File: config.mk
export PLATFORM = sky130hd
export DESIGN_NAME = ycbcr422_unpacker_flat
export DESIGN_NICKNAME = d
export VERILOG_FILES = /design/src/rtl/ycbcr422_unpacker_if.sv /design/src/rtl/ycbcr422_unpacker.sv /design/src/flat_wrapper.sv
export SDC_FILE = /design/constraint.sdc
export NUM_CORES = 1
export LEC_CHECK = 0
export CELL_PAD_IN_SITES_DETAIL_PLACEMENT = 1
export CELL_PAD_IN_SITES_GLOBAL_PLACEMENT = 1
export CORE_AREA = 2 2 99 101
export DETAILED_ROUTE_END_ITERATION = 16
export DIE_AREA = 0 0 101 103
export PLACE_DENSITY = 0.65
export SLEW_MARGIN = 30
export SYNTH_ARGS = -nofsm -noshare
export SYNTH_HDL_FRONTEND = slang
export SYNTH_SLANG_ARGS = --single-unit
export TNS_END_PERCENT = 50
File: constraint.sdc
create_clock -name clock -period 3.1 [get_ports clock]
set_input_delay 0.465 -clock clock [delete_from_list [all_inputs] [get_ports clock]]
set_output_delay 0.465 -clock clock [all_outputs]
set_load 0.02 [all_outputs]
File: src/rtl/ycbcr422_unpacker_if.sv
// ycbcr422_unpacker_if: packed 4:2:2 byte stream in, per-pixel YCbCr triple plus side-band out
interface ycbcr422_unpacker_if #(parameter int DSIZE = 8, parameter int XSIZE = 11);
  logic in_valid;
  logic in_sol;
  logic [DSIZE-1:0] in_data;
  logic [DSIZE-1:0] outY;
  logic [DSIZE-1:0] outCb;
  logic [DSIZE-1:0] outCr;
  logic out_valid;
  logic out_sol;
  logic [XSIZE-1:0] out_x;
  logic sync_err;
  modport master (output in_valid, in_sol, in_data,
                  input outY, outCb, outCr, out_valid, out_sol, out_x, sync_err);
  modport slave (input in_valid, in_sol, in_data,
                 output outY, outCb, outCr, out_valid, out_sol, out_x, sync_err);
endinterface

File: src/rtl/ycbcr422_unpacker.sv
// ycbcr422_unpacker: Cb Y0 Cr Y1 byte stream to one Y/Cb/Cr triple per pixel, 1-clock latency.
// Define YCBCR_CLAMP_EN to clamp emitted components to the legal video range.
module ycbcr422_unpacker #(
  parameter int DSIZE = 8,
  parameter int XSIZE = 11
) (
  input logic clock,
  input logic reset_n,
  ycbcr422_unpacker_if.slave bus
);
  localparam logic [1:0] P_CB = 2'd0;
  localparam logic [1:0] P_Y0 = 2'd1;
  localparam logic [1:0] P_CR = 2'd2;
  localparam logic [1:0] P_Y1 = 2'd3;
  logic [1:0] phase;
  logic [DSIZE-1:0] cb_hold, y0_hold, cr_hold;
  logic [DSIZE-1:0] y_sel, cr_sel, y_c, cb_c, cr_c;
  logic [XSIZE-1:0] x_next;
  logic sol_pend;
  logic take, resync, emit;
  assign take = bus.in_valid;
  assign resync = take & bus.in_sol;
  // a resync byte is always Cb, so it never emits even on an emitting phase
  assign emit = take & ~bus.in_sol & (phase == P_CR || phase == P_Y1);
  assign y_sel = phase == P_CR ? y0_hold : bus.in_data;
  assign cr_sel = phase == P_CR ? bus.in_data : cr_hold;
`ifdef YCBCR_CLAMP_EN
  localparam logic [DSIZE-1:0] LO = DSIZE'(16 << (DSIZE - 8));
  localparam logic [DSIZE-1:0] Y_HI = DSIZE'(235 << (DSIZE - 8));
  localparam logic [DSIZE-1:0] C_HI = DSIZE'(240 << (DSIZE - 8));
  function automatic logic [DSIZE-1:0] clip(input logic [DSIZE-1:0] v, input logic [DSIZE-1:0] hi);
    return v < LO ? LO : v > hi ? hi : v;
  endfunction
  assign y_c = clip(y_sel, Y_HI);
  assign cb_c = clip(cb_hold, C_HI);
  assign cr_c = clip(cr_sel, C_HI);
`else
  assign y_c = y_sel;
  assign cb_c = cb_hold;
  assign cr_c = cr_sel;
`endif
  always_ff @(posedge clock or negedge reset_n) begin
    if (!reset_n) begin
      phase <= P_CB;
      cb_hold <= '0;
      y0_hold <= '0;
      cr_hold <= '0;
      x_next <= '0;
      sol_pend <= 1'b0;
      bus.outY <= '0;
      bus.outCb <= '0;
      bus.outCr <= '0;
      bus.out_valid <= 1'b0;
      bus.out_sol <= 1'b0;
      bus.out_x <= '0;
      bus.sync_err <= 1'b0;
    end else begin
      bus.out_valid <= emit;
      bus.out_sol <= emit & sol_pend;
      bus.sync_err <= resync & (phase != P_CB);
      if (take) phase <= resync ? P_Y0 : phase + 2'd1;
      if (take & (bus.in_sol | phase == P_CB)) cb_hold <= bus.in_data;
      if (take & ~bus.in_sol & phase == P_Y0) y0_hold <= bus.in_data;
      if (take & ~bus.in_sol & phase == P_CR) cr_hold <= bus.in_data;
      if (resync) begin
        x_next <= '0;
        sol_pend <= 1'b1;
      end else if (emit) begin
        x_next <= x_next + 1'b1;
        sol_pend <= 1'b0;
      end
      if (emit) begin
        bus.outY <= y_c;
        bus.outCb <= cb_c;
        bus.outCr <= cr_c;
        bus.out_x <= x_next;
      end
    end
  end
endmodule

File: src/flat_wrapper.sv
// flat-port wrapper written by rule: the top's interface ports become plain ports
module ycbcr422_unpacker_flat 
#(
  parameter int DSIZE = 8,
  parameter int XSIZE = 11
)
  (clock, reset_n, bus_in_valid, bus_in_sol, bus_in_data, bus_outY, bus_outCb, bus_outCr, bus_out_valid, bus_out_sol, bus_out_x, bus_sync_err);
  ycbcr422_unpacker_if #(.DSIZE(DSIZE), .XSIZE(XSIZE)) bus_i ();
  input logic clock;
  input logic reset_n;
  input wire logic [$bits(bus_i.in_valid)-1:0] bus_in_valid;
  input wire logic [$bits(bus_i.in_sol)-1:0] bus_in_sol;
  input wire logic [$bits(bus_i.in_data)-1:0] bus_in_data;
  output wire logic [$bits(bus_i.outY)-1:0] bus_outY;
  output wire logic [$bits(bus_i.outCb)-1:0] bus_outCb;
  output wire logic [$bits(bus_i.outCr)-1:0] bus_outCr;
  output wire logic [$bits(bus_i.out_valid)-1:0] bus_out_valid;
  output wire logic [$bits(bus_i.out_sol)-1:0] bus_out_sol;
  output wire logic [$bits(bus_i.out_x)-1:0] bus_out_x;
  output wire logic [$bits(bus_i.sync_err)-1:0] bus_sync_err;
  assign bus_i.in_valid = bus_in_valid;
  assign bus_i.in_sol = bus_in_sol;
  assign bus_i.in_data = bus_in_data;
  assign bus_outY = bus_i.outY;
  assign bus_outCb = bus_i.outCb;
  assign bus_outCr = bus_i.outCr;
  assign bus_out_valid = bus_i.out_valid;
  assign bus_out_sol = bus_i.out_sol;
  assign bus_out_x = bus_i.out_x;
  assign bus_sync_err = bus_i.sync_err;
  ycbcr422_unpacker #(.DSIZE(DSIZE), .XSIZE(XSIZE)) u_core (.clock(clock), .reset_n(reset_n), .bus(bus_i));
endmodule
Word-level counts from Yosys, hierarchy flattened
Cells that the tools add are included.

Flip-flop bits (word level): 76. Logic and storage cells: 39.

Reductions and logical operators: 4. Bitwise gates (word level): 10. Equality and inequality tests: 3. Mux-type cells: 7. $add $sub $neg: 2.

Operator list (count): $mux W11 (2); $mux W8 (2); $add A11 B1 Y11 const B (1); $and A1 B1 Y1 (8); $eq A2 B2 Y1 const B (2); $reduce_bool A2 Y1 (2); $add A2 B1 Y2 const B (1); $eq A2 B1 Y1 const B (1); $logic_not A2 Y1 (1); $mux W1 (2); $mux W2 (1); $logic_or A1 B1 Y1 (1); $not A1 Y1 (1); $or A1 B1 Y1 (1).

Logic depth before layout (Yosys ltp)
Depth in word-level cells: 5. Gate-level depth with buffers: 9.

Worst setup path after synthesis
Ideal clock, no wire load.

Path type: register to register. From: reg u_core.phase[0]. To: reg u_core.bus.out_x[3]. Stages on the path, launching flop included: 10. Slack: 1.605 ns. Period minus slack after synthesis: 1.495 ns. Data arrival time: 1.379 ns. Path through: dfrtp_1 > inv_1 > ha_1 > buf_4 > o21ai_2 > buf_6 > inv_6 > buf_6 > nand2_1 > nand2_1.

Word-level cells in the longest chain between the ends: 3. Elaborated cells on any way between the ends: 4. Those cells by class: eq/ne (2); bitwise (1); reduce/logical (1).

Ends and longest elaborated chain: start, declared (line ycbcr422_unpacker.sv:15) `logic [1:0] phase;`; start signal, assigned (line ycbcr422_unpacker.sv:61) `if (take) phase <= resync ? P_Y0 : phase + 2'd1;`; $eq A2 B2 Y1 (line ycbcr422_unpacker.sv:24) `assign emit = take & ~bus.in_sol & (phase == P_CR || phase == P_Y1);`; $logic_or A1 B1 Y1 (*) (line ycbcr422_unpacker.sv:24); $and A1 B1 Y1 (*) (line ycbcr422_unpacker.sv:24); net u_core.emit (line ycbcr422_unpacker.sv:20) `logic take, resync, emit;`; end signal, assigned (line ycbcr422_unpacker.sv:76) `bus.out_x <= x_next;`; end, declared (line ycbcr422_unpacker_if.sv:16) `output outY, outCb, outCr, out_valid, out_sol, out_x, sync_err);`.

Mark *: on every way through the listed nets, which the timed path passes. The rest lies on a longest branch. A chain may end at the register's enable or synchronous reset.

Worst setup path in the final report
From: reg u_core.phase[0]. To: reg u_core.x_next[9].

Word-level cells in the longest chain between the ends: 4. Elaborated cells on any way between the ends: 5. Those cells by class: eq/ne (2); bitwise (1); reduce/logical (2).

Ends and longest elaborated chain: $eq A2 B2 Y1 (line ycbcr422_unpacker.sv:24); $logic_or A1 B1 Y1 (*) (line ycbcr422_unpacker.sv:24); $and A1 B1 Y1 (*) (line ycbcr422_unpacker.sv:24); $reduce_bool A2 Y1 (no line) (*); end signal, assigned (line ycbcr422_unpacker.sv:69) `x_next <= x_next + 1'b1;`; end, declared (line ycbcr422_unpacker.sv:18) `logic [XSIZE-1:0] x_next;`.

Mark *: on every way between the ends. The rest lies on a longest branch, timed or not.

==> run metrics <==
status finished clean; finished layout cell area 4056 sq um; Final min period 1.981 ns; Row Count 36; GRT Resource Usage Total 0.1506; Post-Syn Area 3196 sq um; Placed Cells 434; port buffer count 49; Setup violations, final 0; TritonCTS Buffers 9; Leakage 1.887 nW; proportion of layout cells with a drive suffix above 1 0.1637; Routed WL 7.112 mm; Antenna Nets Post-Route 0; Die Y 103 microns; WP buf/inv 2; largest net degree at the start of global routing 42; Slew @ Worst Pin 0.6519 ns; Fmax achieved 504.7 MHz; Clock Skew 0.01174 ns; Mapped Nets 295; H-tree depth 3; I/O pin cnt 50; syn avg cell area 11.49 sq um; CP Data Arrival Time 2.21 ns; part of the Yosys area used for sequential elements 0.5951; max cap viols 0; Max Slew Vio Count 0; RSZ-0062 raised after global routing false; number of global-route vias before repair 2296; most frequent cells in the layout 90 x nand2_1, 76 x dfrtp_1, 48 x clkdlybuf4s50_1; initial drt markers 57; antenna diode count 0; WL/cell 15.80 microns; Layout area overhead 26.94%; core footprint 9459 sq um; DRT Pass-1 Iters 4; required time of the critical path 3.33 ns; worst setup path category flip-flop to flip-flop; Final Non-Filler Cells 450; hold buffers post-CTS 0; #FFs+latches synth 76; post-CTS sizing 0; via count 2156; hold crit path type primary input to asynchronous set/reset pin; CP delay by family, top simple AND/OR/NAND/NOR gates; CTS tree built; Overall Power 3.247 mW; Sink Count 76; hold slack final 0.1021 ns; Cells after Synth 278; Placement Setup Slack 0.9651 ns; Startpoint Class flip-flop; GPL Wtd Cong 0.7633; reg-to-reg startpoint u_core.phase[0]$_DFFE_PN0P_; slowest CP cell dfrtp_1; CP peak stage delay 0.44 ns; Multi-input gate area 1196 sq um; die area 10400 sq um; fillers 1052; Clock transition at path regs 0.09 ns; commonest non-fill, non-tap cell in the layout nand2_1; worst vdd rail ir drop 0.3628 mV; cell at the root of the clock tree clkbuf_8; register area 1902 sq um; P per Cell Area 800.5 nW/um^2; Clk Latency, worst-skew pair 0.35 ns; crit share post-route 0.6392; initial antenna violation count 0; via/cell ratio 4.791; r2r endpoint u_core.x_next[9]$_DFFE_PN0P_; post-synth cell types 28; starting density of the core 0.3378; final setup margin 1.119 ns; Post-CTS Setup Bufs 0; nets@finish 348; setup TNS 0 ns; r2r setup slk 1.12 ns; crit path max fanout 18; first-pass GRT wire length 11.85 mm; Reg2Reg Depth 7; DRC Markers 0; Fin. Hold Viols 0; Die W 101 microns; post-layout util 0.4288; HPWL after detailed placement 4.817 mm; DP Area 3807 sq um; relative slew slack 0.5637; Worst setup EP type flip-flop; total grt overflow 0; YS warnings 0; clock buffer depth 2; crit-path cells inv_1 -> ha_1 -> buf_4 -> nor2_2 -> nor3_4 -> nand4_1 -> mux2i_1
synthesized netlist by cell type:
cell type  count  share of area
and4_1         1         0.0027
nor3_1         1         0.0016
nand2_2        2         0.0039
o21ai_0        2         0.0031
inv_1          2         0.0024
o21ai_2        2         0.0055
dfrtp_1       76           0.60
buf_4          2         0.0047
nand2b_2       1         0.0027
a21oi_1        3         0.0047
inv_6          1         0.0027
nand4_1        2         0.0039
nor2_2         1         0.0020
clkbuf_1       2         0.0024
and3_1         1         0.0020
nor3_4         2          0.010
mux2_2        24          0.085
nor2_1         2         0.0024
mux2i_1       24          0.075
buf_2          2         0.0031
xnor2_1        1         0.0027
nand3_1        5         0.0078
ha_1           5          0.020
and2_1         1         0.0020
buf_6          5          0.018
o21ai_1       17          0.027
and2b_4        1         0.0031
nand2_1       90           0.11
power breakdown:
part           leakage, nW  internal [mW]  switching, mW  total [mW]
logic                0.791          0.446          0.463       0.910
registers            0.974           1.25          0.148        1.39
clock network        0.122          0.557          0.385       0.942
total                 1.89           2.25          0.997        3.25
registers in the layout (all words and copies together) (netlist names):
register              cells
u_core.cb_c               8
u_core.bus.out_valid      1
u_core.x_next            11
u_core.bus.out_x         11
u_core.bus.outY           8
u_core.phase              2
u_core.bus.out_sol        1
u_core.y0_hold            8
u_core.sol_pend           1
u_core.cr_hold            8
u_core.bus.outCb          8
u_core.bus.outCr          8
u_core.bus.sync_err       1
worst max path at each step:
stage	startpoint	endpoint	cells after the start	slack (ns)
3_3_place_gp	bus_in_sol	u_core.bus.out_sol$_DFF_PN0_	5	0.86
3_5_place_dp	bus_in_valid	u_core.x_next[2]$_DFFE_PN0P_	6	0.97
4_1_cts	u_core.phase[0]$_DFFE_PN0P_	u_core.x_next[9]$_DFFE_PN0P_	7	1.08
5_1_grt	u_core.phase[0]$_DFFE_PN0P_	u_core.x_next[9]$_DFFE_PN0P_	7	0.99
6_report	u_core.phase[0]$_DFFE_PN0P_	u_core.x_next[9]$_DFFE_PN0P_	7	1.12
2_1_floorplan	u_core.phase[0]$_DFFE_PN0P_	u_core.bus.out_x[3]$_DFFE_PN0P_	9	1.60
routing by layer:
metal,GRT usage,up-vias,share of wire
met5,0,-,0
met4,0.05925,0,0.015
met3,0.02915,9,0.030
met2,0.2390,39,0.47
met1,0.2053,1081,0.48
li1,-,1027,-
cell type report:
| cell class | instances | area share |
|---|---|---|
| clock buffer | 10 | 0.03393 |
| multi-input combinational | 188 | 0.2949 |
| inverter | 3 | 0.004010 |
| tap | 114 | 0.03516 |
| timing repair buffer | 53 | 0.1357 |
| clock inverter | 6 | 0.02745 |
| sequential | 76 | 0.4688 |
cells by family (layout without fill, tap and decap cells):
group	after synthesis	after routing	synth area share
AND/OR/NAND/NOR	110	110	0.1500
flip-flops	76	76	0.5951
multiplexers	48	48	0.1597
AO/OA/AOI/OAI	24	24	0.03994
buffers and inverters	14	72	0.03289
adder cells (fa/ha/maj)	5	5	0.01958
XOR/XNOR	1	1	0.002741
worst register-to-register path, delay by kind of cell (launching register included):
family,cells,cell delay (ns)
DFF,1,0.44
buffers and inverters,2,0.47
adders and majority gates,1,0.24
muxes,1,0.14
and+or+nand+nor,3,0.59
Note: power is estimated with default switching activity, not from simulation.
